--- config.mk ---
export PLATFORM = sky130hd
export DESIGN_NAME = dec_scan_nx_flat
export DESIGN_NICKNAME = d
export VERILOG_FILES = /design/src/rtl/dec_pkg.sv /design/src/rtl/dec_scan_nx_if.sv /design/src/rtl/dec_onehot.sv /design/src/rtl/dec_scan_nx.sv /design/src/flat_wrapper.sv
export SDC_FILE = /design/constraint.sdc
export NUM_CORES = 1
export LEC_CHECK = 0
export CORE_MARGIN = 2
export CORE_UTILIZATION = 43
export DETAILED_ROUTE_END_ITERATION = 7
export PLACE_DENSITY = 0.84
export REMOVE_ABC_BUFFERS = 1
export SYNTH_ARGS = -nofsm -noshare
export SYNTH_HDL_FRONTEND = slang
export SYNTH_SLANG_ARGS = --single-unit
--- constraint.sdc ---
create_clock -name clk -period 2.2 [get_ports clk]
set_clock_uncertainty 0.15 [all_clocks]
set_input_delay 0.33 -clock clk [delete_from_list [all_inputs] [get_ports clk]]
set_output_delay 0.33 -clock clk [all_outputs]
set_load 0.01 [all_outputs]
--- src/rtl/dec_pkg.sv ---
// dec_pkg: shared definitions for the dec_scan_nx decoder/scan sequencer.
//   mode_e  - encoding of the 2-bit mode input
//   clog2() - ceil(log2(value)) for elaboration-time sizing
package dec_pkg;

  typedef enum logic [1:0] {
    MODE_DIRECT = 2'b00,
    MODE_UP     = 2'b01,
    MODE_DOWN   = 2'b10,
    MODE_HOLD   = 2'b11
  } mode_e;

  function automatic int clog2(input int value);
    int r;
    int v;
    r = 0;
    for (v = value - 1; v > 0; v = v >> 1) r++;
    return r;
  endfunction

endpackage

--- src/rtl/dec_scan_nx_if.sv ---
// dec_scan_nx_if: control/status bundle of the dec_scan_nx decoder.
//   en, mode, I, load : driven by the master (controller)
//   Y, idx, wrap      : registered outputs of the decoder (slave)
//   err               : only present when DEC_SCAN_RANGE_ERR_EN is defined
interface dec_scan_nx_if #(
  parameter int N    = 3,
  parameter int NOUT = 8
);
  logic            en;
  logic [1:0]      mode;
  logic [N-1:0]    I;
  logic            load;
  logic [NOUT-1:0] Y;
  logic [N-1:0]    idx;
  logic            wrap;
`ifdef DEC_SCAN_RANGE_ERR_EN
  logic            err;
`endif

  modport master (
    output en, mode, I, load,
`ifdef DEC_SCAN_RANGE_ERR_EN
    input  err,
`endif
    input  Y, idx, wrap
  );

  modport slave (
    input  en, mode, I, load,
`ifdef DEC_SCAN_RANGE_ERR_EN
    output err,
`endif
    output Y, idx, wrap
  );
endinterface

--- src/rtl/dec_onehot.sv ---
// dec_onehot: combinational N-bit index to NOUT-bit one-hot decode.
//   i_idx      : index to decode
//   o_onehot   : one-hot of i_idx, all zero when i_idx >= NOUT
//   o_in_range : i_idx < NOUT
module dec_onehot #(
  parameter int N    = 3,
  parameter int NOUT = 8
) (
  input  logic [N-1:0]    i_idx,
  output logic [NOUT-1:0] o_onehot,
  output logic            o_in_range
);
  localparam logic [N:0] NOUT_W = (N+1)'(NOUT);

  always_comb begin
    o_onehot   = '0;
    o_in_range = ({1'b0, i_idx} < NOUT_W);
    for (int k = 0; k < NOUT; k++) begin
      o_onehot[k] = ({1'b0, i_idx} == (N+1)'(k));
    end
  end
endmodule

--- src/rtl/dec_scan_nx.sv ---
// dec_scan_nx: registered binary-to-one-hot decoder with scan sequencer.
// Modes: direct decode, scan up, scan down, hold; a scan step happens every
// DWELL cycles. Optional macro DEC_SCAN_RANGE_ERR_EN adds bus.err, a one-cycle
// flag for out-of-range direct decode or a clamped load.
//   clk  : system clock (rising edge)
//   rst  : synchronous active-high reset
//   bus  : dec_scan_nx_if.slave (en, mode, I, load -> Y, idx, wrap[, err])
module dec_scan_nx #(
  parameter int N     = 3,
  parameter int NOUT  = 8,
  parameter int DWELL = 1
) (
  input logic          clk,
  input logic          rst,
  dec_scan_nx_if.slave bus
);
  import dec_pkg::*;

  localparam int             CW      = clog2(DWELL) + 1;
  localparam logic [CW-1:0]  DW_LAST = CW'(DWELL - 1);
  localparam logic [N:0]     NOUT_W  = (N+1)'(NOUT);
  localparam logic [N-1:0]   IDX_MAX = N'(NOUT - 1);

  logic [N-1:0]    r_idx;
  logic [CW-1:0]   r_cnt;
  mode_e           r_mode_prev;
  logic [NOUT-1:0] r_y;
  logic            r_wrap;

  logic [N-1:0]    w_idx_nxt;
  logic [CW-1:0]   w_cnt_nxt;
  logic            w_wrap_nxt;
  logic            w_y_zero;
  logic            w_i_ok;
  logic            w_step;
  logic            w_mode_chg;
  logic [NOUT-1:0] w_onehot;
  logic            w_nxt_ok;
  mode_e           w_mode;

  assign w_mode     = mode_e'(bus.mode);
  assign w_i_ok     = ({1'b0, bus.I} < NOUT_W);
  assign w_step     = (r_cnt == DW_LAST);
  assign w_mode_chg = (w_mode != r_mode_prev);

  // Priority: en=0 > direct > load > mode change > hold/scan.
  // A mode-change edge only clears the dwell counter; it never steps, so the
  // first step in the new mode lands DWELL edges later.
  always_comb begin
    w_idx_nxt  = r_idx;
    w_cnt_nxt  = r_cnt;
    w_wrap_nxt = 1'b0;
    w_y_zero   = 1'b0;
    if (!bus.en) begin
      w_y_zero = 1'b1;
    end else if (w_mode == MODE_DIRECT) begin
      w_idx_nxt = bus.I;
      w_cnt_nxt = '0;
    end else if (bus.load) begin
      w_idx_nxt = w_i_ok ? bus.I : IDX_MAX;
      w_cnt_nxt = '0;
    end else if (w_mode_chg) begin
      w_cnt_nxt = '0;
    end else if (w_mode == MODE_HOLD) begin
      w_cnt_nxt = r_cnt;
    end else if (!w_step) begin
      w_cnt_nxt = r_cnt + CW'(1);
    end else begin
      w_cnt_nxt = '0;
      if (w_mode == MODE_UP) begin
        if (r_idx >= IDX_MAX) begin
          w_idx_nxt  = '0;
          w_wrap_nxt = 1'b1;
        end else begin
          w_idx_nxt = r_idx + N'(1);
        end
      end else begin
        if (r_idx == '0) begin
          w_idx_nxt  = IDX_MAX;
          w_wrap_nxt = 1'b1;
        end else if (r_idx > IDX_MAX) begin
          // stale out-of-range index from a direct decode: re-enter at the top
          w_idx_nxt = IDX_MAX;
        end else begin
          w_idx_nxt = r_idx - N'(1);
        end
      end
    end
  end

  dec_onehot #(.N(N), .NOUT(NOUT)) u_onehot (
    .i_idx      (w_idx_nxt),
    .o_onehot   (w_onehot),
    .o_in_range (w_nxt_ok)
  );

  always_ff @(posedge clk) begin
    if (rst) begin
      r_idx       <= '0;
      r_cnt       <= '0;
      r_mode_prev <= MODE_DIRECT;
      r_y         <= '0;
      r_wrap      <= 1'b0;
    end else begin
      r_idx  <= w_idx_nxt;
      r_cnt  <= w_cnt_nxt;
      r_wrap <= w_wrap_nxt;
      r_y    <= (w_y_zero || !w_nxt_ok) ? '0 : w_onehot;
      if (bus.en) r_mode_prev <= w_mode;
    end
  end

  assign bus.Y    = r_y;
  assign bus.idx  = r_idx;
  assign bus.wrap = r_wrap;

`ifdef DEC_SCAN_RANGE_ERR_EN
  logic r_err;
  logic w_err_nxt;

  // out-of-range I matters only when it is consumed: direct decode or load
  assign w_err_nxt = bus.en && !w_i_ok && ((w_mode == MODE_DIRECT) || bus.load);

  always_ff @(posedge clk) begin
    if (rst) r_err <= 1'b0;
    else     r_err <= w_err_nxt;
  end

  assign bus.err = r_err;
`endif
endmodule
--- src/flat_wrapper.sv ---
// flat-port wrapper written by rule: the top's interface ports become plain ports
module dec_scan_nx_flat import dec_pkg::*;
#(
  parameter int N     = 3,
  parameter int NOUT  = 8,
  parameter int DWELL = 1
)
  (clk, rst, bus_en, bus_mode, bus_I, bus_load, bus_Y, bus_idx, bus_wrap);
  dec_scan_nx_if #(.N(N), .NOUT(NOUT)) bus_i ();
  input logic clk;
  input logic rst;
  input wire logic [$bits(bus_i.en)-1:0] bus_en;
  input wire logic [$bits(bus_i.mode)-1:0] bus_mode;
  input wire logic [$bits(bus_i.I)-1:0] bus_I;
  input wire logic [$bits(bus_i.load)-1:0] bus_load;
  output wire logic [$bits(bus_i.Y)-1:0] bus_Y;
  output wire logic [$bits(bus_i.idx)-1:0] bus_idx;
  output wire logic [$bits(bus_i.wrap)-1:0] bus_wrap;
  assign bus_i.en = bus_en;
  assign bus_i.mode = bus_mode;
  assign bus_i.I = bus_I;
  assign bus_i.load = bus_load;
  assign bus_Y = bus_i.Y;
  assign bus_idx = bus_i.idx;
  assign bus_wrap = bus_i.wrap;
  dec_scan_nx #(.N(N), .NOUT(NOUT), .DWELL(DWELL)) u_core (.clk(clk), .rst(rst), .bus(bus_i));
endmodule
==> metrics.cfg, run 1 <==
[setup_path]
crit_family=compound AO/OA/AOI/OAI gates
cp.required_ns=2.26
cp_slowest_stage_delay_ns=0.38
rrSetupSlack_ns=0.05
path_cells=ha_4 -> ha_4 -> and4b_1 -> o31ai_1 -> a221o_1 -> a211o_1 -> nor3_2
cp_data_arrival_time_ns=2.21
cp_max_fo=4
endpoint_kind=register
cp_slowest_cell=a211o_1
startpoint_type=register
reg2reg_from=u_core.bus.idx[0]$_SDFF_PP0_
crit_buf_inv=0
crit_top_cell=ha_4
r2r_cells=7
worst-setup-path-type=register to register
rr_endpoint=u_core.bus.Y[3]$_SDFF_PP0_

[job]
maxCapViolations=0

[logic_synthesis]
syn_inst=97
syn-cell-area_um2=846
yosys-top-cells-area=dfxtp_1 (33%), ha_1 (5.9%), nor2b_1 (5.2%), buf_6 (4.0%), nor2_1 (3.6%)
synth-seq-cells=14
synth_edf_count=0
syn_area_per_cell_um2=8.72
synth_ff_type=dfxtp_1
synth_top_area_cell=dfxtp_1
synthDistinctLibCells=38
synth-warning-count=0
synthArstFlopShare=0
yosysSeqAreaShare=0.331
yosysTopAreaCellShare=0.331

[layout]
area_growth_syn_to_layout_pct=46.9
antenna_cells=0
layout.nets=142
postLayoutCellArea_um2=1240
final_core_util=0.653
fillers=162
layout-drive-gt1-share=0.242
multiInputGateArea_um2=568
fin_cells=155
ff_latch_area_um2=283

[sta]
min_period_ns=2.15
rsz0062_at_grt=yes
tightest_slew_ns=0.415
maxClockFrequency_mhz=466
whs_ns=0.462
final_hold_viol_count=0
setup_tns_ns=0
worst_slack_ns=0.0519
min_period_over_period=0.976
worst_slew_margin_rel=0.720
setup_viol=0
slew_violations=0

[die]
ioPinCount=21
initial_core_util=0.445
die_w_um=48.4
dieArea_um2=2340
core_um2=1900
rows=16
chipHeight_um=48.4

[power]
power_mw=0.639
powerDensity_nw_per_um2=515
leakagePower_nw=0.478
ir_drop_mv=0.358

[clocking]
root_buffer=clkbuf_4
cts_tree=built
cts_hold_buf=0
clkSinkCount=14
clk_pin_slew_ns=0.08
insertion_delay_ns=0.29
cts.path.max_buffers=2
numCtsBuffers=3
h-tree-depth=1

[placed_design]
placed_cells=149
dp.final_hpwl_um=1610
place_area_um2=1110
pre_cts_ws_ns=-0.238
port_buffers=20
finalWeightedCongestion=0.910

[grt]
antenna_found_initial=0
grt_pass1_vias=725
track_usage=0.185
grt_max_degree=10
overflow=0
grt_pass1_wl_um=3320

[route]
antenna_left=0
dr_total_vias=847
wl_per_cell_um=14.5
drc=0
wl_um=2250
via_per_inst=5.46
drt_first_iter_violations=8
dr.pass1.iters=4

[hold_path]
min_path_cells=4
hold_class=primary input to register
hold_start=bus_mode[1]
worst_hold_path.endpoint=u_core.r_mode_prev[1]$_SDFFE_PP0P_

[run_status]
status=completed

## worst max path at each step
stage | depth (start not counted) | endpoint | from
CTS | 8 | u_core.bus.Y[1]$_SDFF_PP0_ | u_core.bus.idx[1]$_SDFF_PP0_
detailed placement | 7 | u_core.bus.Y[7]$_SDFF_PP0_ | bus_mode[1]
global route | 9 | u_core.bus.Y[2]$_SDFF_PP0_ | u_core.bus.idx[0]$_SDFF_PP0_
floorplan | 7 | u_core.bus.Y[1]$_SDFF_PP0_ | u_core.bus.idx[0]$_SDFF_PP0_
finish | 7 | u_core.bus.Y[3]$_SDFF_PP0_ | u_core.bus.idx[0]$_SDFF_PP0_
global placement | 6 | u_core.bus.Y[1]$_SDFF_PP0_ | bus_mode[1]
## synthesized netlist by cell type, types with 3 or more instances
cell type  number
o211ai_1        3
buf_6           3
nor3_1          5
inv_1           6
o21ai_0         4
dfxtp_1        14
ha_1            4
nor2b_1         7
nor3b_1         4
nor2_1          8
nand2_1         5
## power by group
part	switching, mW	total [mW]	internal [mW]
Clock	0.0832	0.184	0.101
Sequential	0.0105	0.275	0.265
Combinational	0.0925	0.180	0.0873
## final cells by class
class	count	share of cell area
clock buffer	4	0.0292
sequential	14	0.228
inverter	6	0.0181
tap	27	0.0272
multi-input combinational	72	0.457
timing repair buffer	32	0.241
## what timing repair did
action | 4_1_cts | 5_1_grt
endpoints found under the setup margin | 4 | 8
cloned | 0 | 0
pin swaps | 3 | 4
resized for setup | 3 | 15
buffers inserted | 1 | 1
## placed cells by master, fill, tap and decap left out, types with 3 or more instances in the layout
cell type	count
o211ai_1	3
o21ai_0	4
nor3_2	3
nor3b_1	3
clkdlybuf4s50_1	18
nor2b_1	6
nor2_1	8
inv_1	6
clkbuf_4	3
buf_4	11
nand2_1	5
dfxtp_1	12
## flip-flops by register name (all words and copies together), names as in the netlist
signal and count:
u_core.r_mode_prev 2, u_core.bus.idx 3, u_core.bus.wrap 1, u_core.bus.Y 8
## metal layers
layer | track usage | up-vias | part of all wire
met5 | 0 | - | 0
met4 | 0.110 | 0 | 0.026
met3 | 0.0432 | 7 | 0.055
met2 | 0.306 | 31 | 0.50
met1 | 0.219 | 392 | 0.42
li1 | - | 417 | -
## tightest hold or removal path, delay by kind of cell
kind	cells	cell delay (ns)
muxes	1	0.08
buffers and inverters	2	0.37
and+or+nand+nor	1	0.08
## cells by family (layout without fill, tap and decap cells)
family,count (synthesis),after routing,share of synthesized area
and+or+nand+nor,40,40,0.283
AOI/OAI and AO/OA,23,23,0.194
DFF,14,14,0.331
buffers and inverters,11,42,0.0784
adders and majority gates,4,4,0.0592
xor gates and xnor gates,3,3,0.0311
muxes,2,2,0.0237
Power figures use the tool's default switching activity.
==> inputs of run 2 (changes only) <==
==> constraint.sdc (replaced) <==
create_clock -name clk -period 1.8 [get_ports clk]
set_clock_uncertainty 0.15 [all_clocks]
set_input_delay 0.27 -clock clk [delete_from_list [all_inputs] [get_ports clk]]
set_output_delay 0.27 -clock clk [all_outputs]
set_load 0.01 [all_outputs]
==> run 2 against run 1 <==
The run now ends with negative setup slack left; non-clock buffer count increased by 16; register-to-register slack worse by 0.41 ns; cell count up 10%; setup slack lost 0.41 ns; critical path type unchanged.
==> metrics.cfg, run 2 (synthesis results as in run 1) <==
[layout]
final_common_cell=buf_4
fillers=114  ; -30%
area_growth_syn_to_layout_pct=81.8
layout.nets=158  ; +11%
final_core_util=0.809  ; +0.155
multiInputGateArea_um2=726  ; +28%
postLayoutCellArea_um2=1540  ; +24%
fin_cells=171  ; +10%
layout-drive-gt1-share=0.465  ; +0.223
most-common-layout-cells=buf_4 (23), clkdlybuf4s50_1 (16), dfxtp_1 (11), nor2_1 (7)
antenna_cells=0  ; unchanged
largest_reg_flops=8  ; unchanged
ff_latch_area_um2=284  ; +0.44%

[route]
wl_um=3160  ; +40%
dr.pass1.iters=4  ; unchanged
wl_per_cell_um=18.5  ; +27%
drc=0  ; unchanged
drt_first_iter_violations=23  ; +15
dr_total_vias=999  ; +18%
antenna_left=0  ; unchanged
via_per_inst=5.84  ; +6.9%

[placed_design]
finalWeightedCongestion=0.931  ; +2.3%
dp.final_hpwl_um=1680  ; +4.9%
placed_cells=161  ; +8.1%
place_area_um2=1200  ; +8.1%
port_buffers=20  ; unchanged

[setup_path]
cp_max_fo=4  ; unchanged
startpoint_type=register
cp_data_arrival_time_ns=2.22  ; about the same
worst-setup-path-type=register to register
endpoint_kind=register
cp.required_ns=1.86  ; -0.40 ns

[power]
ir_drop_mv=0.338  ; -5.8%
leakagePower_nw=0.615  ; +29%
powerDensity_nw_per_um2=580  ; +13%
power_mw=0.892  ; +40%

[clocking]
insertion_delay_ns=0.28  ; about the same
cts_hold_buf=0  ; unchanged
h-tree-depth=1  ; unchanged
cts_tree=built
clkSinkCount=14  ; unchanged
clk_pin_slew_ns=0.08  ; about the same
cts.path.max_buffers=2  ; unchanged
numCtsBuffers=3  ; unchanged
root_buffer=clkbuf_4

[die]
rows=16  ; unchanged
initial_core_util=0.445  ; unchanged
dieArea_um2=2340  ; unchanged
die_w_um=48.4  ; unchanged
chipHeight_um=48.4  ; unchanged
ioPinCount=21  ; unchanged
core_um2=1900  ; unchanged

[hold_path]
hold_class=primary input to register

[sta]
min_period_over_period=1.20  ; +0.222
maxClockFrequency_mhz=464  ; -0.43%
rsz0062_at_grt=yes
slew_violations=0  ; unchanged
tightest_slew_ns=0.421  ; +0.00614 ns
worst_slew_margin_rel=0.718  ; -0.00135
min_period_ns=2.16  ; +0.00931 ns
worst_slack_ns=-0.357  ; -0.409 ns
final_hold_viol_count=0  ; unchanged
setup_viol=11  ; +11

[grt]
grt_pass1_wl_um=4520  ; +36%
grt_pass1_vias=1000  ; +38%
track_usage=0.250  ; +0.0645
overflow=0  ; unchanged
grt_max_degree=10  ; unchanged
antenna_found_initial=0  ; unchanged

[run_status]
violations=negative setup slack
status=finished, violations left

[job]
maxCapViolations=0  ; unchanged

[run 2: changes by cell type in the layout (fill, tap and decap cells not counted), moves of 2 or more]
cell	before	now
nor3_1	2	0
clkdlybuf4s50_1	18	16
nor3b_1	3	0
nor3b_2	2	4
buf_6	1	5
buf_4	11	23
inv_1	6	4
nor3_2	3	5
nor2b_4	0	2
inv_2	0	2
[run 2: power by group]
part | internal, mW | switching, mW | total, mW
Sequential | 0.324 | 0.0138 | 0.338
Clock | 0.123 | 0.0994 | 0.223
Combinational | 0.165 | 0.167 | 0.332
[run 2: timing repair]
item | 4_1_cts | 5_1_grt
pin swaps | 19 | 14
resized for setup | 30 | 23
setup endpoints to repair | 11 | 11
setup buffers | 5 | 2
[run 2: cell type report]
cell class / instances / area share
Clock buffer: 4 / 0.0236
Sequential cell: 14 / 0.185
Tap cell: 27 / 0.0220
Timing Repair Buffer: 48 / 0.283
Multi-Input combinational cell: 72 / 0.472
Inverter: 6 / 0.0146
[run 2: worst max-delay path: stages, from the launching register on]
cell and delay (ns):
dfxtp_2 0.35, ha_4 0.16, ha_4 0.15, and4b_1 0.28, o31ai_2 0.07, a221o_1 0.35
a211o_4 0.39, nor3_2 0.18
[run 2: metal layers]
layer / vias up / part of all wire / global-route usage
met5: - / 0 / 0
met4: 0 / 0.049 / 0.181
met3: 18 / 0.045 / 0.0370
met2: 47 / 0.52 / 0.456
met1: 487 / 0.39 / 0.258
li1: 447 / - / -
[run 2: through the flow]
| stage | setup TNS (ns) | hold slack (ns) | worst slack (ns) |
|---|---|---|---|
| after CTS | -2.23 | 0.494 | -0.281 |
| after detailed placement | -5.22 | 0.512 | -0.579 |
| after global placement | -4.75 | 0.492 | -0.511 |
| after floorplan | -2.32 | 0.192 | -0.366 |
| after global routing | -3.54 | 0.465 | -0.417 |
| final | -2.91 | 0.435 | -0.357 |
[run 2: final timing paths]
path              slack, ns                                from  cells after the start                                  to
setup reg to reg      -0.36        u_core.bus.idx[1]$_SDFF_PP0_                      7          u_core.bus.Y[3]$_SDFF_PP0_
setup / recovery      -0.36        u_core.bus.idx[1]$_SDFF_PP0_                      7          u_core.bus.Y[3]$_SDFF_PP0_
hold reg to reg        0.60  u_core.r_mode_prev[1]$_SDFFE_PP0P_                      3  u_core.r_mode_prev[1]$_SDFFE_PP0P_
hold / removal         0.44                         bus_mode[1]                      4  u_core.r_mode_prev[1]$_SDFFE_PP0P_
==> inputs of run 3 (changes only) <==
--- a/config.mk
+++ b/config.mk
@@ -13,3 +13,4 @@
 export SYNTH_ARGS = -nofsm -noshare
 export SYNTH_HDL_FRONTEND = slang
 export SYNTH_SLANG_ARGS = --single-unit
+export TNS_END_PERCENT = 10
==> run 3 against run 2 <==
The run still ends with negative setup slack left; non-clock buffer count is 6 lower; critical path depth stayed put; sequential cell count stayed put; hold slack better by 0.067 ns; cell area is 14% lower; sequential power hardly changed; largest power group unchanged; global-route usage is 4.5 points lower; fmax is 2.5% higher; die area stayed put.
==> metrics.cfg, run 3 (synthesis results as in run 1) <==
[run_status]
status=finished, violations left
violations=negative setup slack

[power]
leakagePower_nw=0.532  ; -14%
ir_drop_mv=0.286  ; -15%
powerDensity_nw_per_um2=607  ; +4.5%

[layout]
multiInputGateArea_um2=582  ; -20%
postLayoutCellArea_um2=1330  ; -14%
layout-drive-gt1-share=0.319  ; -0.146
most-common-layout-cells=buf_4 (21), clkdlybuf4s50_1 (19), dfxtp_1 (11), nor2_1 (8)
largest_reg_flops=8  ; unchanged
fillers=149  ; +31%
final_common_cell=buf_4
antenna_cells=0  ; unchanged
layout.nets=152  ; -3.8%
ff_latch_area_um2=284  ; unchanged
area_growth_syn_to_layout_pct=57.2

[sta]
worst_slack_ns=-0.305  ; +0.0524 ns
setup_tns_ns=-2.45  ; +0.463 ns
setup_viol=11  ; unchanged
rsz0062_at_grt=yes
final_hold_viol_count=0  ; unchanged
slew_violations=0  ; unchanged
min_period_ns=2.10  ; -0.0524 ns
whs_ns=0.502  ; +0.0669 ns
tightest_slew_ns=0.323  ; -0.0981 ns
min_period_over_period=1.17  ; -0.0291
maxClockFrequency_mhz=475  ; +2.5%
worst_slew_margin_rel=0.784  ; +0.0653

[grt]
grt_pass1_wl_um=3770  ; -17%
grt_max_degree=10  ; unchanged
antenna_found_initial=0  ; unchanged
overflow=0  ; unchanged
grt_pass1_vias=883  ; -12%
track_usage=0.205  ; -0.0445

[route]
dr_total_vias=903  ; -9.6%
top_layer=met4
drc=0  ; unchanged
drt_first_iter_violations=14  ; -39%
antenna_left=0  ; unchanged
dr_wl_met3_um=122  ; -15%
wl_met1_um=945  ; -22%
via_per_inst=5.47  ; -6.3%
dr.pass1.iters=4  ; unchanged
wl_um=2270  ; -28%
wl_met2_um=1120  ; -32%
wl_per_cell_um=13.7  ; -26%

[setup_path]
crit_path_end=u_core.bus.Y[3]$_SDFF_PP0_
rr_endpoint=u_core.bus.Y[3]$_SDFF_PP0_
endpoint_kind=register
rrSetupSlack_ns=-0.30  ; +0.05 ns
worstSetupStartpoint=u_core.bus.idx[0]$_SDFF_PP0_
r2r_cells=7  ; unchanged
reg2reg_from=u_core.bus.idx[0]$_SDFF_PP0_
worst-setup-path-type=register to register
cp_data_arrival_time_ns=2.17  ; -0.05 ns
cp_max_fo=4  ; unchanged
cp.required_ns=1.86  ; about the same
startpoint_type=register

[clocking]
cts_tree=built
cts_hold_buf=0  ; unchanged
root_buffer=clkbuf_4
cts.path.max_buffers=2  ; unchanged
h-tree-depth=1  ; unchanged
post_cts.repair.setup_buffers=0  ; -5
numCtsBuffers=3  ; unchanged
clk_pin_slew_ns=0.08  ; about the same
clkSinkCount=14  ; unchanged
insertion_delay_ns=0.28  ; about the same

[die]
die_w_um=48.4  ; unchanged
rows=16  ; unchanged
dieArea_um2=2340  ; unchanged
chipHeight_um=48.4  ; unchanged
ioPinCount=21  ; unchanged
initial_core_util=0.445  ; unchanged
core_um2=1900  ; unchanged

[placed_design]
dp.final_hpwl_um=1680  ; unchanged
port_buffers=20  ; unchanged
place_area_um2=1200  ; unchanged
finalWeightedCongestion=0.931  ; unchanged

[job]
maxCapViolations=0  ; unchanged

[hold_path]
hold_class=primary input to register

## run 3: cell types whose count changed in the layout (fill, tap and decap cells not counted), moves of 2 or more
cell             before  now
buf_6                 5    1
dlymetal6s2s_1        3    1
nor3_2                5    2
nor3_1                0    3
inv_1                 4    6
inv_2                 2    0
clkdlybuf4s50_1      16   19
buf_4                23   21
nor3b_2               4    2
nor3b_1               0    3
a211oi_1              0    2
nor2b_4               2    0
## run 3: worst min path at each step
stage / from / endpoint / slack (ns) / depth (start not counted)
floorplan: rst / u_core.bus.idx[0]$_SDFF_PP0_ / 0.19 / 1
global placement: u_core.bus.idx[0]$_SDFF_PP0_ / u_core.bus.idx[0]$_SDFF_PP0_ / 0.49 / 3
detailed placement: u_core.bus.idx[0]$_SDFF_PP0_ / u_core.bus.idx[0]$_SDFF_PP0_ / 0.51 / 3
CTS: rst / u_core.bus.idx[1]$_SDFF_PP0_ / 0.51 / 2
global route: rst / u_core.bus.idx[0]$_SDFF_PP0_ / 0.53 / 2
finish: rst / u_core.bus.idx[1]$_SDFF_PP0_ / 0.50 / 2
## run 3: timing repair
action / CTS / global route
endpoints found under the setup margin: 11 / 12
pin swaps: 8 / 1
gates resized for setup: 18 / 2
## run 3: per-layer routing
layer / vias to the layer above / GRT usage
met5: - / 0
met4: 0 / 0.124
met3: 10 / 0.0309
met2: 36 / 0.382
met1: 418 / 0.216
li1: 439 / -
## run 3: per-stage QoR
step	utilization	power, mW	setup WS (ns)	cells
3_5_place_dp	0.632	0.561	-0.579	161
5_1_grt	0.699	0.846	-0.402	165
6_report	0.699	0.807	-0.305	165
2_1_floorplan	-	0.439	-0.366	92
4_1_cts	0.695	0.802	-0.301	165
3_3_place_gp	0.632	0.555	-0.511	161
## run 3: power by group
group / internal, mW / switching (mW)
combinational: 0.128 / 0.118
sequential: 0.324 / 0.0120
clock: 0.123 / 0.101
total: 0.575 / 0.232
## run 3: cell type report
cell class / count / area share
inverters: 6 / 0.0169
multi-input cells: 72 / 0.437
clock buffers: 4 / 0.0273
well taps: 27 / 0.0254
flip-flops and latches: 14 / 0.214
repair buffers: 42 / 0.279
## run 3: worst max-delay path, cell delays in order, from the launching register on
cell and delay [ns]:
dfxtp_2 0.34, ha_4 0.16, ha_4 0.15, and4b_1 0.30, o31ai_2 0.07, a221o_1 0.32, a211o_1 0.33, nor3_1 0.20
